## config.mk

```make
export PLATFORM = sky130hd
export DESIGN_NAME = sprite_pixel_fetch
export DESIGN_NICKNAME = d
export VERILOG_FILES = /design/src/rtl/sprite_pixel_fetch.sv
export SDC_FILE = /design/constraint.sdc
export NUM_CORES = 1
export LEC_CHECK = 0
export CORE_MARGIN = 8
export CORE_UTILIZATION = 55
export CTS_CLUSTER_SIZE = 8
export DETAILED_ROUTE_END_ITERATION = 12
export PLACE_DENSITY = 0.88
export SYNTH_ARGS = -nofsm -noshare
export SYNTH_HDL_FRONTEND = slang
export SYNTH_SLANG_ARGS = --single-unit
```

## constraint.sdc

```tcl
create_clock -name Clk -period 4.6 [get_ports Clk]
set_input_delay 0.46 -clock Clk [delete_from_list [all_inputs] [get_ports Clk]]
set_output_delay 0.46 -clock Clk [all_outputs]
set_load 0.01 [all_outputs]
```

## src/rtl/sprite_pixel_fetch.sv

```systemverilog
// rtl/sprite_pixel_fetch.sv - sprite hit-test, ROM fetch and colour-key stage ahead of the palette
module sprite_pixel_fetch #(
  parameter int          SPR_W      = 32,
  parameter int          SPR_H      = 32,
  parameter int          NUM_FRAMES = 4,
  parameter int          ANIM_DIV   = 8,
  parameter int          ADDR_W     = 12,
  parameter logic [11:0] KEY        = 12'h000
) (
  input  logic              Clk,
  input  logic              Reset,
  input  logic              pixel_en,
  input  logic              frame_start,
  input  logic              blank_n,
  input  logic [9:0]        DrawX,
  input  logic [9:0]        DrawY,
  input  logic [9:0]        sprite_x,
  input  logic [9:0]        sprite_y,
  input  logic              sprite_show,
  output logic [ADDR_W-1:0] rom_addr,
  input  logic [11:0]       rom_data,
  output logic [11:0]       RGB_12,
  output logic [9:0]        DrawX_out,
  output logic              sprite_hit
);

  localparam int FC_W = (ANIM_DIV > 1) ? $clog2(ANIM_DIV) : 1;
  localparam int AI_W = (NUM_FRAMES > 1) ? $clog2(NUM_FRAMES) : 1;
  localparam logic [FC_W-1:0] FC_LAST = FC_W'(ANIM_DIV - 1);
  localparam logic [AI_W-1:0] AI_LAST = AI_W'(NUM_FRAMES - 1);

  // Shadow copy of the requested sprite placement, only refreshed in vertical blank
  logic [9:0]      sx;
  logic [9:0]      sy;
  logic            show;

  // Animation pacing
  logic [FC_W-1:0] frame_cnt;
  logic [AI_W-1:0] anim_idx;

  // Stage-0 pipeline registers
  logic            hit0_d;
  logic            blank_n_d;
  logic [9:0]      drawx_d;

  // Stage-0 combinational hit test and address
  logic [10:0]     x_end;
  logic [10:0]     y_end;
  logic            hit0;
  logic [9:0]      dx;
  logic [9:0]      dy;
  logic [ADDR_W-1:0] addr_next;
  logic            opaque;

  // Hit test in 11 bits so a sprite hanging off the right/bottom edge never wraps to column/row 0
  always_comb begin
    x_end = {1'b0, sx} + 11'(SPR_W);
    y_end = {1'b0, sy} + 11'(SPR_H);
    hit0  = show & blank_n &
            ({1'b0, DrawX} >= {1'b0, sx}) & ({1'b0, DrawX} < x_end) &
            ({1'b0, DrawY} >= {1'b0, sy}) & ({1'b0, DrawY} < y_end);
    dx    = DrawX - sx;
    dy    = DrawY - sy;
    addr_next = ADDR_W'(anim_idx) * ADDR_W'(SPR_W * SPR_H)
              + ADDR_W'(dy) * ADDR_W'(SPR_W)
              + ADDR_W'(dx);
  end

  // Stage-1 colour key decision on the ROM word fetched for the previous pixel
  always_comb begin
    opaque = hit0_d & (rom_data != KEY);
  end

  // Shadow latch and animation counters advance only on frame_start
  always_ff @(posedge Clk) begin
    if (Reset) begin
      sx        <= '0;
      sy        <= '0;
      show      <= 1'b0;
      frame_cnt <= '0;
      anim_idx  <= '0;
    end else if (frame_start) begin
      sx   <= sprite_x;
      sy   <= sprite_y;
      show <= sprite_show;
      if (frame_cnt == FC_LAST) begin
        frame_cnt <= '0;
        anim_idx  <= (anim_idx == AI_LAST) ? '0 : anim_idx + 1'b1;
      end else begin
        frame_cnt <= frame_cnt + 1'b1;
      end
    end
  end

  // Stage 0: issue the ROM address for a hitting pixel and carry pixel context forward
  always_ff @(posedge Clk) begin
    if (Reset) begin
      rom_addr  <= '0;
      hit0_d    <= 1'b0;
      blank_n_d <= 1'b0;
      drawx_d   <= '0;
    end else if (pixel_en) begin
      if (hit0) begin
        rom_addr <= addr_next;
      end
      hit0_d    <= hit0;
      blank_n_d <= blank_n;
      drawx_d   <= DrawX;
    end
  end

  // Stage 1: present the keyed colour aligned with its column; blanking forces background
  always_ff @(posedge Clk) begin
    if (Reset) begin
      RGB_12     <= 12'h000;
      sprite_hit <= 1'b0;
      DrawX_out  <= '0;
    end else if (pixel_en) begin
      DrawX_out <= drawx_d;
      if (!blank_n_d) begin
        RGB_12     <= 12'h000;
        sprite_hit <= 1'b0;
      end else begin
        RGB_12     <= opaque ? rom_data : 12'h000;
        sprite_hit <= opaque;
      end
    end
  end

endmodule

```

== Yosys cells after proc, flatten, opt, wreduce, memory -nomap -nowiden ==
Index checks and enable logic that the tools add are counted.

* Add/subtract/negate cells: 8
* $lt $le $gt $ge: 4
* Eq/ne operators: 2
* Mux-type cells: 5
* Bitwise logic cells: 6
* Reductions and logical operators: 3

{| class="wikitable"
|+ Operators by type and width
! operator !! number
|-
| 2-to-1 mux 12 bit || 2
|-
| adder 10 x 6 -> 11 bit, second input constant || 2
|-
| less-than comparator 10 x 11 -> 1 bit || 2
|-
| >= comparator 10 bit || 2
|-
| adder 12 x 10 -> 12 bit || 1
|-
| adder 12 bit || 1
|-
| nonzero test 12 bit || 1
|-
| subtractor 10 bit || 1
|-
| subtractor 7 bit || 1
|-
| bitwise AND 1 bit || 6
|-
| AND reduction 2 bit || 2
|-
| adder 3 x 1 -> 3 bit, second input constant || 1
|-
| == test 3 bit, second input constant || 1
|-
| 2-to-1 mux 3 bit || 1
|-
| adder 2 x 1 -> 2 bit, second input constant || 1
|-
| == test 2 bit, second input constant || 1
|-
| 2-to-1 mux 2 bit || 1
|-
| 2-to-1 mux 1 bit || 1
|}

* Register bits after elaboration: 73
* Input port bits: 58
* Output and inout port bits: 35

== Logic depth before layout (Yosys ltp) ==
* Word-level depth: 6
* Depth in mapped cells: 17
* Mapped depth without buffers: 17

== Least setup slack after synthesis ==
Ideal clock, no wire load.

* Path type: input to register
* From: input DrawX[1]
* To: register rom_addr[11]
* Arrival time: 3.035 ns
* Data required time: 4.514 ns
* Setup slack: 1.479 ns
* Stages: 14
* Cell sequence: ha_1 > nor2b_1 > o31ai_2 > a211oi_1 > o21ai_0 > or4b_1 > o311ai_0 > ha_1 > o21a_1 > o31a_1 > o21a_1 > nor2_1 > xnor2_1 > a211oi_1

* Word-level cells in the longest chain between the ends: 6
* Elaborated cells on any way between the ends: 9
* Classes of those cells: add/sub (2); order compare (2); bitwise (4); reduce/logical (1)

{| class="wikitable"
|+ RTL lines
! what !! RTL line !! source
|-
| from (decl) || 15 || <nowiki>input logic [9:0] DrawX,</nowiki>
|-
| parallel branches: the longest is 6 deep, another holds adder 12 x 10 -> 12 bit || n/a ||
|-
| to (signal assigned) || 104 || <nowiki>rom_addr <= addr_next;</nowiki>
|-
| to (decl) || 20 || <nowiki>output logic [ADDR_W-1:0] rom_addr,</nowiki>
|}

Parallel ways; which one is timed is not known.
A chain may end at the register's enable or synchronous reset.

== Final worst setup path ==
Same ends and word-level chain as after synthesis.

==> impl_metrics.ini <==
[status]
status = complete, no violations

[sta]
post-route-period-util_pct = 79.9
fin_skew_ns = 0.00734
layout_min_cycle_time_ns = 3.68
relSlewSlack_pct = 50.6
fmax_ghz = 0.272
setup-tns-final_ns = 0
rsz0062_at_grt = no
setup_viol = 0
tightest_slew_ns = 0.740
hold_ws_ns = 0.468
setup_ws_ns = 0.924
drv_slew = 0
hold_viol = 0

[finish]
final_cell_mix = clkdlybuf4s50_1, dfxtp_1, nor2_1, mux2i_1
syn2layout_area_growth_pct = 27.8
fill_cells = 566
drive_gt1_share_pct = 4.91
nets = 667
antenna_cells = 0
final_common_cell = clkdlybuf4s50_1

[logic_synthesis]
async_reset_ff_share_pct = 0
syn_area_per_cell_sq_um = 8.81
synthCells = 478
synth.distinct_cells = 47
yosys_warnings = 0
seq_area_frac_synth_pct = 34.7
netlist_area_sq_um = 4210
ys.flop_type = dfxtp_1
synth_area_leaders = dfxtp_1, ha_1, mux2i_1, nor2_1, a21oi_1
ys_ff_latch = 73
yosys.area.top_type_share_pct = 34.7
synth_edf_count = 0
yosysTopAreaCell = dfxtp_1
syn_nets = 580

[floorplanning]
rows = 32
ios = 93
die_area_sq_um = 10700
die_h_um = 103
start_util_pct = 55.6
core-area_sq_um = 7570
die_w_um = 103

[route]
viasPerCell = 5.64
dr_total_vias = 3788
drtAntennaViolNets = 0
drc = 0
firstDrtPassIters = 5
routed_wl_um = 10700
wl_per_cell_um = 16.0
drt_iter0_drc = 215

[place]
io_buffers = 92
gp_congestion = 0.992
hpwl_um = 8240
preCtsSetupSlack_ns = 0.667

[min_path]
hold_path_class = flop to flop

[setup_path]
crit_fanout = 4
cp.arrival_ns = 3.95
path_class = primary input to flop
cp-end-kind = flop
startpoint_type = primary input
required_ns = 4.87

[global_routing]
grt_pass1_wl_um = 17600
grt_pass1_vias = 3798
track_usage_pct = 20.9
grt_max_degree = 42
antenna_found_initial = 0
grt-ovfl-total = 0

[cts]
postCtsSetupRepairBufs = 0
h-tree-depth = 3
hold_buffers = 0
clock_sinks = 73
cts_buffer_depth = 2
cts_root_buf = clkbuf_8
clock_latency_ns = 0.36
clkTransAtPathRegs_ns = 0.08
cts_buffers = 9
cts_resized = 0
tritoncts = built

[flow_run]
drv_cap = 0

[power_and_ir_drop]
total_power_uw = 1540
p_leak_uw = 0.00218
max-vdd-ir-drop_uv = 188
powerDensity_nw_per_um2 = 286
-- worst paths after layout --
check / from / to / slack [ns] / depth (start not counted)
worst max-delay path: DrawX[1] / rom_addr[11] / 0.92 / 15
worst max register to register: sx[1] / rom_addr[11] / 1.13 / 15
worst min register to register: rom_addr[3] / rom_addr[3] / 0.47 / 2
worst min-delay path: rom_addr[3] / rom_addr[3] / 0.47 / 2
-- routing by layer --
metal / track usage [%] / part of all wire (%) / vias up
met2: 36.8 / 50 / 123
met3: 5.62 / 7.0 / 25
met4: 8.68 / 2.2 / 0
li1: - / - / 1860
met5: 0 / 0 / -
met1: 23.2 / 40 / 1780
-- report_power, final --
group          total [uW]  internal [uW]  leakage, uW  switching (uW)
Clock                 463            213    0.0000822             250
Sequential            669            653     0.000596            15.6
Combinational         408            195      0.00150             214
-- worst max-delay path, stage by stage --
cell and delay [ns]:
clkdlybuf4s50_1 0.47, ha_1 0.34, nor2b_1 0.16, o31ai_2 0.31, a211oi_1 0.15, o21ai_0 0.29
or4b_1 0.47, o311ai_0 0.13, ha_1 0.32, o21a_1 0.13, o31a_1 0.11, o21a_1 0.17
nor2_1 0.11, xnor2_1 0.09, a211oi_1 0.24
-- kinds of logic (layout without fill, tap and decap cells) --
kind of cell    Yosys count  after routing  synth area share [%]
flops                    73             73                  34.7
simple gates            139            139                  15.9
compound gates          101            101                  15.5
xor+xnor                 22             22                  4.58
buf+inv                  54            146                  4.96
mux                      45             45                  10.7
fa+ha+maj                44             44                  13.6
-- through the flow --
stage,utilization (%),std cells,area [sq um]
global placement,68.7,656,5200
finish,71.1,672,5380
global route,71.1,672,5380
CTS,71.1,672,5380
detailed placement,68.7,656,5200
floorplan,-,478,4210
-- sequential cells by signal, summed over array words and instances (netlist names) --
signal / flops
anim_idx: 2
DrawX_out: 10
blank_n_d: 1
RGB_12: 12
sprite_hit: 1
rom_addr: 12
sx: 10
sy: 10
show: 1
hit0_d: 1
frame_cnt: 3
drawx_d: 10
-- synthesized netlist by cell type (all sizes together) (2+ instances only) --
| cell type | count |
|---|---|
| a21oi | 41 |
| nand2b | 4 |
| nand2 | 9 |
| nand4 | 10 |
| o311ai | 2 |
| a211oi | 9 |
| nor2b | 17 |
| inv | 33 |
| o21ai | 15 |
| mux2i | 45 |
| xnor2 | 17 |
| buf | 8 |
| or4b | 2 |
| fa | 3 |
| o21bai | 3 |
| nand3 | 10 |
| a21o | 4 |
| o31ai | 9 |
| nor4 | 3 |
| clkbuf | 13 |
| a31oi | 5 |
| xor2 | 5 |
| dfxtp | 73 |
| o21a | 6 |
| and3 | 3 |
| nor3 | 5 |
| nor2 | 72 |
| o31a | 2 |
| ha | 41 |
-- layout make-up --
cell class	count	area (sq um)	area share (%)
Multi-Input combinational cell	351	2540	47.2
Sequential cell	73	1460	27.2
Timing Repair Buffer	97	948	17.6
Clock buffer	11	141	2.63
Tap cell	102	128	2.37
Inverter	33	124	2.30
Clock inverter	5	40.0	0.744
No activity file was read; power rests on OpenSTA's default activity.
